File: src/rtl/alu_arbiter_if.sv
`default_nettype none
// ============================================================================
// Module   : alu_arbiter_if
// Brief    : Requester, response and shared-ALU signals of the ALU arbiter.
// Revision : 1.0
// ============================================================================
interface alu_arbiter_if #(
    parameter int WIDTH = 8,
    parameter int NREQ  = 4
);
    localparam int c_gw = ($clog2(NREQ) > 1) ? $clog2(NREQ) : 1;

    logic [NREQ-1:0]       req_valid;
    logic [NREQ-1:0]       req_ready;
    logic [NREQ*WIDTH-1:0] req_a;
    logic [NREQ*WIDTH-1:0] req_b;
    logic [NREQ*3-1:0]     req_op;
    logic [NREQ-1:0]       rsp_valid;
    logic [NREQ-1:0]       rsp_ready;
    logic [WIDTH-1:0]      rsp_y;
    logic [3:0]            rsp_flags;
    logic [WIDTH-1:0]      alu_a;
    logic [WIDTH-1:0]      alu_b;
    logic [2:0]            alu_op;
    logic [WIDTH-1:0]      alu_y;
    logic                  alu_overflow;
    logic                  alu_carry;
    logic                  alu_zero;
    logic                  alu_negative;
    logic                  busy;
    logic [c_gw-1:0]       grant_id;

    modport master (
        output req_valid, req_a, req_b, req_op, rsp_ready,
               alu_y, alu_overflow, alu_carry, alu_zero, alu_negative,
        input  req_ready, rsp_valid, rsp_y, rsp_flags,
               alu_a, alu_b, alu_op, busy, grant_id
    );

    modport slave (
        input  req_valid, req_a, req_b, req_op, rsp_ready,
               alu_y, alu_overflow, alu_carry, alu_zero, alu_negative,
        output req_ready, rsp_valid, rsp_y, rsp_flags,
               alu_a, alu_b, alu_op, busy, grant_id
    );
endinterface
`default_nettype wire

File: src/rtl/alu_arbiter.sv
`default_nettype none
// ============================================================================
// Module   : alu_arbiter
// Brief    : Round-robin arbiter sharing one combinational ALU between NREQ
//            requesters; one operation in flight, result held until taken.
// Revision : 1.0
// ============================================================================
module alu_arbiter #(
    parameter int WIDTH = 8,
    parameter int NREQ  = 4
) (
    input  wire logic        clk,
    input  wire logic        rst_n,
    alu_arbiter_if.slave     bus
);
    localparam int c_gw = ($clog2(NREQ) > 1) ? $clog2(NREQ) : 1;
    localparam logic [NREQ-1:0] c_one       = NREQ'(1);
    localparam logic [c_gw-1:0] c_last_init = c_gw'(NREQ - 1);

    typedef enum logic [1:0] {
        ST_IDLE = 2'd0,
        ST_EXEC = 2'd1,
        ST_RESP = 2'd2
    } state_t;

    state_t           state_q, state_d;
    logic [c_gw-1:0]  last_grant_q, last_grant_d;
    logic [c_gw-1:0]  grant_q, grant_d;
    logic [WIDTH-1:0] a_q, a_d;
    logic [WIDTH-1:0] b_q, b_d;
    logic [2:0]       op_q, op_d;
    logic [WIDTH-1:0] y_q, y_d;
    logic [3:0]       flags_q, flags_d;

    logic [WIDTH-1:0] w_a  [NREQ];
    logic [WIDTH-1:0] w_b  [NREQ];
    logic [2:0]       w_op [NREQ];
    logic             w_found;
    logic [c_gw-1:0]  w_win;

    generate
        for (genvar g = 0; g < NREQ; g++) begin : g_unpack
            assign w_a[g]  = bus.req_a[g*WIDTH +: WIDTH];
            assign w_b[g]  = bus.req_b[g*WIDTH +: WIDTH];
            assign w_op[g] = bus.req_op[g*3 +: 3];
        end
    endgenerate

    // First pending requester at or after the one following the last grant.
    always_comb begin : p_arb
        int cand;
        cand    = 0;
        w_found = 1'b0;
        w_win   = '0;
        for (int k = 0; k < NREQ; k++) begin
            cand = (int'(last_grant_q) + 1 + k) % NREQ;
            if (!w_found && bus.req_valid[cand[c_gw-1:0]]) begin
                w_found = 1'b1;
                w_win   = cand[c_gw-1:0];
            end
        end
    end

    always_comb begin : p_next
        state_d      = state_q;
        last_grant_d = last_grant_q;
        grant_d      = grant_q;
        a_d          = a_q;
        b_d          = b_q;
        op_d         = op_q;
        y_d          = y_q;
        flags_d      = flags_q;
        unique case (state_q)
            ST_IDLE: begin
                if (w_found) begin
                    grant_d = w_win;
                    a_d     = w_a[w_win];
                    b_d     = w_b[w_win];
                    op_d    = w_op[w_win];
                    state_d = ST_EXEC;
                end
            end
            ST_EXEC: begin
                y_d     = bus.alu_y;
                flags_d = {bus.alu_overflow, bus.alu_carry, bus.alu_zero, bus.alu_negative};
                state_d = ST_RESP;
            end
            ST_RESP: begin
                if (bus.rsp_ready[grant_q]) begin
                    last_grant_d = grant_q;
                    state_d      = ST_IDLE;
                end
            end
            default: state_d = ST_IDLE;
        endcase
    end

    always_ff @(posedge clk or negedge rst_n) begin : p_regs
        if (!rst_n) begin
            state_q      <= ST_IDLE;
            last_grant_q <= c_last_init;
            grant_q      <= '0;
            a_q          <= '0;
            b_q          <= '0;
            op_q         <= '0;
            y_q          <= '0;
            flags_q      <= '0;
        end else begin
            state_q      <= state_d;
            last_grant_q <= last_grant_d;
            grant_q      <= grant_d;
            a_q          <= a_d;
            b_q          <= b_d;
            op_q         <= op_d;
            y_q          <= y_d;
            flags_q      <= flags_d;
        end
    end

    // The accept strobe is combinational, so it is also gated by reset.
    assign bus.req_ready = (state_q == ST_IDLE && w_found && rst_n) ? (c_one << w_win) : '0;
    assign bus.rsp_valid = (state_q == ST_RESP) ? (c_one << grant_q) : '0;
    assign bus.rsp_y     = y_q;
    assign bus.rsp_flags = flags_q;
    assign bus.alu_a     = a_q;
    assign bus.alu_b     = b_q;
    assign bus.alu_op    = op_q;
    assign bus.busy      = (state_q != ST_IDLE);
    assign bus.grant_id  = grant_q;
endmodule
`default_nettype wire

File: src/flat_wrapper.sv
// flat-port wrapper written by rule: the top's interface ports become plain ports
module alu_arbiter_flat 
#(
    parameter int WIDTH = 8,
    parameter int NREQ  = 4
)
  (clk, rst_n, bus_req_valid, bus_req_a, bus_req_b, bus_req_op, bus_rsp_ready, bus_alu_y, bus_alu_overflow, bus_alu_carry, bus_alu_zero, bus_alu_negative, bus_req_ready, bus_rsp_valid, bus_rsp_y, bus_rsp_flags, bus_alu_a, bus_alu_b, bus_alu_op, bus_busy, bus_grant_id);
  alu_arbiter_if #(.WIDTH(WIDTH), .NREQ(NREQ)) bus_i ();
  input  wire logic clk;
  input  wire logic rst_n;
  input wire logic [$bits(bus_i.req_valid)-1:0] bus_req_valid;
  input wire logic [$bits(bus_i.req_a)-1:0] bus_req_a;
  input wire logic [$bits(bus_i.req_b)-1:0] bus_req_b;
  input wire logic [$bits(bus_i.req_op)-1:0] bus_req_op;
  input wire logic [$bits(bus_i.rsp_ready)-1:0] bus_rsp_ready;
  input wire logic [$bits(bus_i.alu_y)-1:0] bus_alu_y;
  input wire logic [$bits(bus_i.alu_overflow)-1:0] bus_alu_overflow;
  input wire logic [$bits(bus_i.alu_carry)-1:0] bus_alu_carry;
  input wire logic [$bits(bus_i.alu_zero)-1:0] bus_alu_zero;
  input wire logic [$bits(bus_i.alu_negative)-1:0] bus_alu_negative;
  output wire logic [$bits(bus_i.req_ready)-1:0] bus_req_ready;
  output wire logic [$bits(bus_i.rsp_valid)-1:0] bus_rsp_valid;
  output wire logic [$bits(bus_i.rsp_y)-1:0] bus_rsp_y;
  output wire logic [$bits(bus_i.rsp_flags)-1:0] bus_rsp_flags;
  output wire logic [$bits(bus_i.alu_a)-1:0] bus_alu_a;
  output wire logic [$bits(bus_i.alu_b)-1:0] bus_alu_b;
  output wire logic [$bits(bus_i.alu_op)-1:0] bus_alu_op;
  output wire logic [$bits(bus_i.busy)-1:0] bus_busy;
  output wire logic [$bits(bus_i.grant_id)-1:0] bus_grant_id;
  assign bus_i.req_valid = bus_req_valid;
  assign bus_i.req_a = bus_req_a;
  assign bus_i.req_b = bus_req_b;
  assign bus_i.req_op = bus_req_op;
  assign bus_i.rsp_ready = bus_rsp_ready;
  assign bus_i.alu_y = bus_alu_y;
  assign bus_i.alu_overflow = bus_alu_overflow;
  assign bus_i.alu_carry = bus_alu_carry;
  assign bus_i.alu_zero = bus_alu_zero;
  assign bus_i.alu_negative = bus_alu_negative;
  assign bus_req_ready = bus_i.req_ready;
  assign bus_rsp_valid = bus_i.rsp_valid;
  assign bus_rsp_y = bus_i.rsp_y;
  assign bus_rsp_flags = bus_i.rsp_flags;
  assign bus_alu_a = bus_i.alu_a;
  assign bus_alu_b = bus_i.alu_b;
  assign bus_alu_op = bus_i.alu_op;
  assign bus_busy = bus_i.busy;
  assign bus_grant_id = bus_i.grant_id;
  alu_arbiter #(.WIDTH(WIDTH), .NREQ(NREQ)) u_core (.clk(clk), .rst_n(rst_n), .bus(bus_i));
endmodule
File: config.mk
export PLATFORM = sky130hd
export DESIGN_NAME = alu_arbiter_flat
export DESIGN_NICKNAME = d
export VERILOG_FILES = /design/src/rtl/alu_arbiter_if.sv /design/src/rtl/alu_arbiter.sv /design/src/flat_wrapper.sv
export SDC_FILE = /design/constraint.sdc
export NUM_CORES = 1
export LEC_CHECK = 0
export ABC_AREA = 0
export CAP_MARGIN = 5
export CORE_MARGIN = 4
export CORE_UTILIZATION = 41
export CTS_BUF_LIST = sky130_fd_sc_hd__clkbuf_8
export DETAILED_ROUTE_END_ITERATION = 7
export PLACE_DENSITY = 0.89
export SKIP_CTS_REPAIR_TIMING = 1
export SYNTH_ARGS = -nofsm -noshare
export SYNTH_HDL_FRONTEND = slang
export SYNTH_SLANG_ARGS = --single-unit
File: constraint.sdc
create_clock -name clk -period 4.6 [get_ports clk]
set_input_delay 0.69 -clock clk [delete_from_list [all_inputs] [get_ports clk]]
set_output_delay 0.69 -clock clk [all_outputs]
set_load 0.02 [all_outputs]
==> results of run 1 <==
sequential cells by signal, summed over array words and instances, names as in the netlist:
signal                flops
u_core.bus.alu_a          8
u_core.bus.alu_b          8
u_core.bus.alu_op         3
u_core.bus.grant_id       2
u_core.bus.rsp_flags      4
u_core.bus.rsp_y          8
u_core.last_grant_q       2
u_core.state_q            2
cell families (layout without fill, tap and decap cells):
logic type / Yosys count / in the layout / share of synthesized area (%)
DFF: 37 / 37 / 42.06
and+or+nand+nor: 52 / 52 / 11.51
AOI/OAI and AO/OA: 79 / 79 / 24.60
muxes: 35 / 35 / 17.23
buffers and inverters: 19 / 156 / 4.592
cell type report:
class | count | area, um^2
clock buffers | 5 | 68.82
clock inverters | 3 | 18.77
fillers | 386 | 1446
inverters | 3 | 11.26
multi-input cells | 166 | 1180
flip-flops and latches | 37 | 928.4
well taps | 70 | 87.58
repair buffers | 145 | 1431
cells in the final DEF (no fill, tap or decap), drive strengths merged, types with 4 or more instances in the layout:
| cell | n |
|---|---|
| o211a | 4 |
| clkdlybuf4s50 | 138 |
| clkbuf | 5 |
| mux2 | 14 |
| and3 | 4 |
| a21oi | 5 |
| a221oi | 16 |
| nand2b | 12 |
| o21ai | 27 |
| inv | 4 |
| buf | 7 |
| a21o | 5 |
| nand2 | 9 |
| o22ai | 16 |
| dfrtp | 35 |
| mux2i | 20 |
| nor2 | 19 |
per-layer routing:
| metal | vias up | part of all wire (%) | wire length [um] | track usage (%) |
|---|---|---|---|---|
| met2 | 112 | 52 | 3781 | 38.76 |
| met3 | 16 | 6.8 | 494 | 4.767 |
| met4 | 0 | 2.8 | 201 | 8.446 |
| li1 | 1109 | - | - | - |
| met5 | - | 0 | 0 | 0 |
| met1 | 1091 | 38 | 2743 | 26.58 |
worst max-delay path, cell delays in order:
cell	delay, ps
clkdlybuf4s50_1	720
nor2_1	170
a21o_1	220
inv_2	410
o2111a_1	260
clkdlybuf4s50_1	620
stage by stage:
stage	util, %	worst slack, ps	instance area (um^2)	total power [uW]
final	72.04	811.5	3726	2236
after floorplan	-	2209	2207	1461
after detailed placement	70.34	862.9	3638	2015
after global placement	70.34	885.2	3638	1978
after global routing	72.04	658.5	3726	2397
after CTS	72.04	839.2	3726	2245
power by group through the flow:
stage / clock network [uW] / logic (uW) / registers, uW
2_1_floorplan: 0 / 684 / 777
3_3_place_gp: 0 / 1350 / 624
3_5_place_dp: 0 / 1380 / 634
4_1_cts: 228 / 1390 / 630
5_1_grt: 248 / 1490 / 656
6_report: 222 / 1380 / 631
worst max-delay path by stage:
stage / from / end / slack, ps / depth (start not counted)
4_1_cts: bus_req_valid[3] / bus_req_ready[3] / 840 / 6
6_report: bus_req_valid[3] / bus_req_ready[3] / 810 / 6
3_5_place_dp: bus_req_valid[3] / bus_req_ready[3] / 860 / 6
5_1_grt: bus_req_valid[3] / bus_req_ready[3] / 660 / 6
2_1_floorplan: bus_req_valid[3] / bus_req_ready[1] / 2210 / 5
3_3_place_gp: bus_req_valid[3] / bus_req_ready[3] / 890 / 6
==> impl_metrics.env, run 1 <==
export IMPL_p_clk_share_pct=9.9
export IMPL_grt_usage_pct=22.23
export IMPL_cts_sinks=37
export IMPL_synth_top_area_cell="dfrtp_1"
export IMPL_core_region_area_mm2=0.005172
export IMPL_final_cells=429
export IMPL_chipHeight_um=81.37
export IMPL_setup_violations=0
export IMPL_cts_max_level=2
export IMPL_ys_top_cells_by_area="dfrtp_1 (40%), mux2i_1 (9.1%), mux2_2 (7.1%), a221oi_1 (6.0%), o22ai_1 (4.5%)"
export IMPL_ys_seq_area_share_pct=42.06
export IMPL_worstMarginPinSlew_ps=583.7
export IMPL_async_flop_share_pct=100.0
export IMPL_syn_avg_cell_area_um2=9.942
export IMPL_vias_per_cell=5.427
export IMPL_synth_cell_types=36
export IMPL_clk_pin_slew_ps=70
export IMPL_dp_hpwl_mm=5.539
export IMPL_r2r_setup_slack_ps=2340
export IMPL_start_util_pct=42.67
export IMPL_r2r_end="u_core.bus.alu_a[4]$_DFFE_PN0P_"
export IMPL_yosysWarnings=0
export IMPL_drive_above_1_share_pct=10.58
export IMPL_p_leak_uw=0.001534
export IMPL_drc=0
export IMPL_crit_path_end_kind="primary output"
export IMPL_antenna_found_initial=0
export IMPL_detail_route_wl_per_cell_um=16.83
export IMPL_synth_common_cells="dfrtp_1 (35), mux2i_1 (20), nor2_1 (19), o22ai_1 (16), a221oi_1 (15)"
export IMPL_p_comb_share_pct=61.8
export IMPL_cts_tree="done"
export IMPL_die_x_um=81.37
export IMPL_r2r_cells=6
export IMPL_die_area_mm2=0.006621
export IMPL_ant_nets=0
export IMPL_drt_wl_total_mm=7.221
export IMPL_ir_drop_uv=306.9
export IMPL_hold_viol_final=0
export IMPL_syn_cell_area_mm2=0.002207
export IMPL_timing_rr_start="u_core.last_grant_q[1]$_DFFE_PN1P_"
export IMPL_syn_to_final_growth_pct=68.82
export IMPL_grt_pass1_vias=2320
export IMPL_rsz0062_at_grt="false"
export IMPL_place_gp_congestion=0.8149
export IMPL_arrival_ps=3100
export IMPL_diodes=0
export IMPL_finalCriticalPeriod_ps=3788
export IMPL_numCtsBuffers=5
export IMPL_grt_pass1_wl_mm=11.27
export IMPL_syn_num_nets=320
export IMPL_grt_start_max_net_pins=37
export IMPL_timing_fmax_ghz=0.2640
export IMPL_rows=26
export IMPL_dr_pass1_iters=5
export IMPL_drt_initial_drc_count=121
export IMPL_path_max_fanout=36
export IMPL_worstPathRequired_ps=3910
export IMPL_clock_root_buffer="clkbuf_8"
export IMPL_dr_total_vias=2328
export IMPL_period_share_pct=82.36
export IMPL_gr_total_overflow=0
export IMPL_clock_latency_ps=280
export IMPL_ys_seq_elements=37
export IMPL_hold_path_class="input port to asynchronous set/reset pin"
export IMPL_slew_viol_final=0
export IMPL_netlist_instances=222
export IMPL_synth_flop_cell="dfrtp_1"
export IMPL_crit_type="input port to primary output"
export IMPL_status="finished clean"
export IMPL_dp_cells=421
export IMPL_netSwitchingFraction_pct=42.51
export IMPL_yosysTopAreaCellShare_pct=39.68
export IMPL_io_pins=140
export IMPL_cap_violations=0
export IMPL_cts_buffer_depth=2
export IMPL_p_seq_share_pct=28.2
export IMPL_yosysMostFrequentCell="dfrtp_1"
export IMPL_relSlewSlack_pct=61.08
export IMPL_p_sw_uw=950.6
export IMPL_synth_edff_count=0
export IMPL_hold_ws_ps=339.8
export IMPL_cp_start_kind="input port"
export IMPL_portBuffers=139
export IMPL_fin_setup_tns_ps=0
export IMPL_p_int_uw=1285
export IMPL_finClkSkew_ps=3.922
export IMPL_powerDensity_mw_per_mm2=600.1
export IMPL_num_nets_final=456
Note: power is estimated with default switching activity, not from simulation.
==> run 2: changes to the inputs <==
Settings changed: CORE_UTILIZATION 41 to 34, PLACE_DENSITY 0.89 to 0.79.
Clock period 4.6 ns to 3.4 ns, I/O delays scaled along.
==> run 2 against run 1 <==
Critical path depth stayed put. Utilization decreased by 12 points. Worst setup slack got worse by 500 ps. Clock-buffer cell count grew 1. Highest routed layer unchanged. Clock power up 79%.
==> impl_metrics.env, run 2 (synthesis results as in run 1) <==
export IMPL_status="finished clean"
export IMPL_die_x_um=88.57
export IMPL_syn_to_final_growth_pct=71.20
export IMPL_fin_setup_tns_ps=0
export IMPL_start_util_pct=34.96
export IMPL_clock_root_buffer="clkbuf_8"
export IMPL_hold_ws_ps=60.85
export IMPL_p_leak_uw=0.001565
export IMPL_grt_usage_pct=18.34
export IMPL_dr_total_vias=2307
export IMPL_grt_pass1_wl_mm=11.17
export IMPL_dr_pass1_iters=6
export IMPL_ant_nets=0
export IMPL_powerDensity_mw_per_mm2=828.8
export IMPL_finalCriticalPeriod_ps=3086
export IMPL_cts_tree="done"
export IMPL_dp_hpwl_mm=5.560
export IMPL_worstSetupEndpoint="bus_req_ready[3]"
export IMPL_relSlewSlack_pct=60.86
export IMPL_crit_top_cell="clkdlybuf4s50_1"
export IMPL_arrival_ps=2580
export IMPL_period_share_pct=90.77
export IMPL_final_cell_mix="clkdlybuf4s50_1 (138), dfrtp_1 (35), mux2i_1 (20)"
export IMPL_cap_violations=0
export IMPL_r2r_end="u_core.bus.alu_b[2]$_DFFE_PN0P_"
export IMPL_cp_start_kind="input port"
export IMPL_die_area_mm2=0.007845
export IMPL_core_region_area_mm2=0.006314
export IMPL_cts_max_level=2
export IMPL_antenna_found_initial=0
export IMPL_slew_viol_final=0
export IMPL_slowest_delay_ps=620
export IMPL_crit_path_end_kind="primary output"
export IMPL_timing_rr_start="u_core.last_grant_q[1]$_DFFE_PN1P_"
export IMPL_chipHeight_um=88.57
export IMPL_cpMaxStageDelayCell="clkdlybuf4s50_1"
export IMPL_drt_wl_total_mm=7.197
export IMPL_worstPathRequired_ps=2890
export IMPL_path_max_fanout=23
export IMPL_portBuffers=139
export IMPL_rows=29
export IMPL_setup_violations=0
export IMPL_r2r_cells=6
export IMPL_cts_buffer_depth=2
export IMPL_ir_drop_uv=389.2
export IMPL_hold_path_class="input port to asynchronous set/reset pin"
export IMPL_crit_type="input port to primary output"
export IMPL_timing_fmax_ghz=0.3240
export IMPL_grt_pass1_vias=2287
export IMPL_drt_initial_drc_count=92
export IMPL_drive_above_1_share_pct=11.08
export IMPL_finClkSkew_ps=3.159
export IMPL_drc=0
export IMPL_r2r_setup_slack_ps=1420
export IMPL_cp_cell_sequence="clkdlybuf4s50_1, nor2_1, a21o_1, inv_2, o2111a_1, clkdlybuf4s50_1"
export IMPL_grt_start_max_net_pins=34
export IMPL_gr_total_overflow=0
export IMPL_numCtsBuffers=5
export IMPL_vias_per_cell=5.267
export IMPL_diodes=0
export IMPL_io_pins=140
export IMPL_hold_viol_final=0
export IMPL_clk_pin_slew_ps=80
export IMPL_clock_latency_ps=290
export IMPL_layout_commonest_cell="clkdlybuf4s50_1"
export IMPL_rsz0062_at_grt="false"
export IMPL_worstMarginPinSlew_ps=587.1
export IMPL_detail_route_wl_per_cell_um=16.43
export IMPL_critPathLaunch="bus_req_valid[2]"
export IMPL_cts_sinks=37
export IMPL_num_nets_final=458
export IMPL_place_gp_congestion=0.7530
## run 2: changes by cell type in the layout (fill, tap and decap cells not counted), sizes merged
| cell | before | now |
|---|---|---|
| buf | 7 | 9 |
| bufinv | 0 | 1 |
| clkinvlp | 2 | 0 |
| clkbuf | 5 | 6 |
## run 2: layer usage
| layer | wire length, um | share of wire, % | global-route usage [%] |
|---|---|---|---|
| met1 | 2853 | 40 | 22.65 |
| met2 | 3761 | 52 | 32.43 |
| met3 | 553 | 7.7 | 4.935 |
| met4 | 29 | 0.40 | 3.297 |
| met5 | 0 | 0 | 0 |
## run 2: worst min-delay path by stage
| stage | to | slack, ps | cells past startpoint |
|---|---|---|---|
| finish | u_core.bus.alu_b[0]$_DFFE_PN0P_ | 60 | 1 |
| CTS | u_core.bus.alu_b[0]$_DFFE_PN0P_ | 60 | 1 |
| global route | u_core.bus.alu_b[0]$_DFFE_PN0P_ | 50 | 1 |
| floorplan | u_core.bus.alu_a[0]$_DFFE_PN0P_ | 210 | 0 |
| detailed placement | u_core.bus.alu_b[0]$_DFFE_PN0P_ | 370 | 1 |
| global placement | u_core.bus.alu_b[0]$_DFFE_PN0P_ | 370 | 1 |
## run 2: layout make-up
class	instances	area [um^2]
Fill cell	589	2535
Timing Repair Buffer	147	1446
Multi-Input combinational cell	166	1180
Sequential cell	37	928.4
Tap cell	77	96.34
Clock buffer	6	82.58
Clock inverter	2	33.78
Inverter	3	11.26
## run 2: stage by stage
| stage | total power, uW | worst slack (ps) | instances | area, um^2 | util (%) |
|---|---|---|---|---|---|
| after global routing | 3360 | 195.9 | 438 | 3779 | 59.85 |
| final | 3132 | 313.9 | 438 | 3779 | 59.85 |
| after detailed placement | 2754 | 317.2 | 430 | 3662 | 58.01 |
| after global placement | 2714 | 372.9 | 430 | 3662 | 58.01 |
| after floorplan | 1977 | 1321 | 222 | 2207 | - |
| after CTS | 3160 | 296.1 | 438 | 3779 | 59.85 |
## run 2: power breakdown
part	internal [uW]	total [uW]	switching [uW]
combinational	931	1880	951
sequential	676	852	176
clock	236	398	161
## run 2: critical path, delay by kind of cell
kind	cells	cell delay [ps]
AO/OA/AOI/OAI	2	460
buffers and inverters	3	1480
AND/OR/NAND/NOR	1	130
==> patch, RTL diff (flow settings as in run 1) <==
Encoding of `state_t`: now one-hot (3 bits for 3 states).
--- a/src/rtl/alu_arbiter.sv
+++ b/src/rtl/alu_arbiter.sv
@@ -19,6 +19,6 @@
 
-    typedef enum logic [1:0] {
-        ST_IDLE = 2'd0,
-        ST_EXEC = 2'd1,
-        ST_RESP = 2'd2
+    typedef enum logic [2:0] {
+        ST_IDLE = 3'b001,
+        ST_EXEC = 3'b010,
+        ST_RESP = 3'b100
     } state_t;
Function: no difference found for any inputs over 10 cycles, from zero or initial values and one cycle with rst_n low; not proved beyond that.
==> patch against run 1 <==
  * Clock power rose by 7%
  * Sequential cell count rose by 1
  * Area after synthesis increased by 0.40%
  * Core utilization down 0.44 points
  * First-iteration DRC count down 21%
  * Setup slack got worse by 0.21 ns
  * Critical endpoint unchanged
  * Die area is 0.36% higher
  * Cell area down 0.60%
  * Critical path depth is the same
  * Total power fell by 0.57%
  * Routed wire length grew 4.8%
==> patch: results (changes against run 1) <==
[routing]
wire_per_inst_um=18.5  ; +10%
drt_iter0_markers=95  ; -21%
drt_wl_total_um=7570  ; +4.8%
dr.pass1.iters=4  ; -1
met3WireLength_um=412  ; -17%
drt-met1-wl_um=2770  ; +0.98%

[cells_and_area]
final_nets=435  ; -4.6%
drive_above_1_share=0.172  ; +0.0657
num-fill-cells=376  ; -2.6%

[yosys]
synthTopCellsByCount=dfrtp_1 (35), nor2_1 (26), a21oi_1 (24)
syn_avg_cell_area_um2=10.8  ; +8.2%
syn_nets=304  ; -5.0%

[global_route]
grt_first_pass_wirelength_um=11300  ; +0.37%
grt_usage=0.228  ; +0.00527
grt_max_degree=28  ; -24%

[critical_path]
crit_arrival_ns=3.31  ; +0.21 ns
cp_max_fo=26  ; -28%
r2r_slack_ns=2.73  ; +0.39 ns
r2r-start=u_core.state_q[0]
reg2reg_to=u_core.bus.grant_id[0]

[run_status]
status=completed

[placement]
dp.cells=400  ; -5.0%

[timing]
slew_headroom=0.557  ; -0.0543

[power_and_ir_drop]
power.share.clock=0.107  ; +0.008
p_switching_uw=939  ; -1.2%
p_comb_frac=0.599  ; -0.019
p_per_area_nw_per_um2=600  ; about the same

-- patch: final cells by class --
type | instances | area, um2 | area share
repair buffers | 144 | 1420 | 0.384
multi-input cells | 146 | 1140 | 0.307
flip-flops and latches | 38 | 955 | 0.258
well taps | 70 | 87.6 | 0.0236
clock buffers | 6 | 82.6 | 0.0223
clock inverters | 2 | 8.76 | 0.00236
inverters | 2 | 8.76 | 0.00236
-- patch: per-stage QoR --
step | setup WS, ns | hold WS [ns] | utilization
after floorplan | 2.13 | 0.394 | -
after global placement | 0.648 | 0.489 | 0.698
after detailed placement | 0.641 | 0.495 | 0.698
after CTS | 0.617 | 0.339 | 0.716
after global routing | 0.431 | 0.350 | 0.716
final | 0.598 | 0.330 | 0.716
-- patch: per-layer routing --
layer,up-vias,global-route usage
met2,88,0.410
met4,0,0.0946
met5,-,0
li1,1059,-
met1,1067,0.261
met3,15,0.0461
-- patch: worst max-delay path by stage --
stage                     startpoint  cells after the start  slack, ns          endpoint
finish              bus_req_valid[2]                      6       0.60  bus_req_ready[3]
global route        bus_req_valid[2]                      6       0.43  bus_req_ready[3]
CTS                 bus_req_valid[2]                      6       0.62  bus_req_ready[3]
detailed placement  bus_req_valid[2]                      6       0.64  bus_req_ready[3]
global placement    bus_req_valid[2]                      6       0.65  bus_req_ready[3]
floorplan           bus_req_valid[3]                      5       2.13  bus_req_ready[0]
-- patch: worst max-delay path, delay by kind of cell --
family	cells	cell delay, ns
buffers and inverters	3	1.50
AND/OR/NAND/NOR	3	1.11
-- patch: cells by family after synthesis --
logic type	synth area share
AOI/OAI and AO/OA	0.300
muxes	0.0864
xor gates and xnor gates	0.00395
DFF	0.431
buffers and inverters	0.0587
and+or+nand+nor	0.120
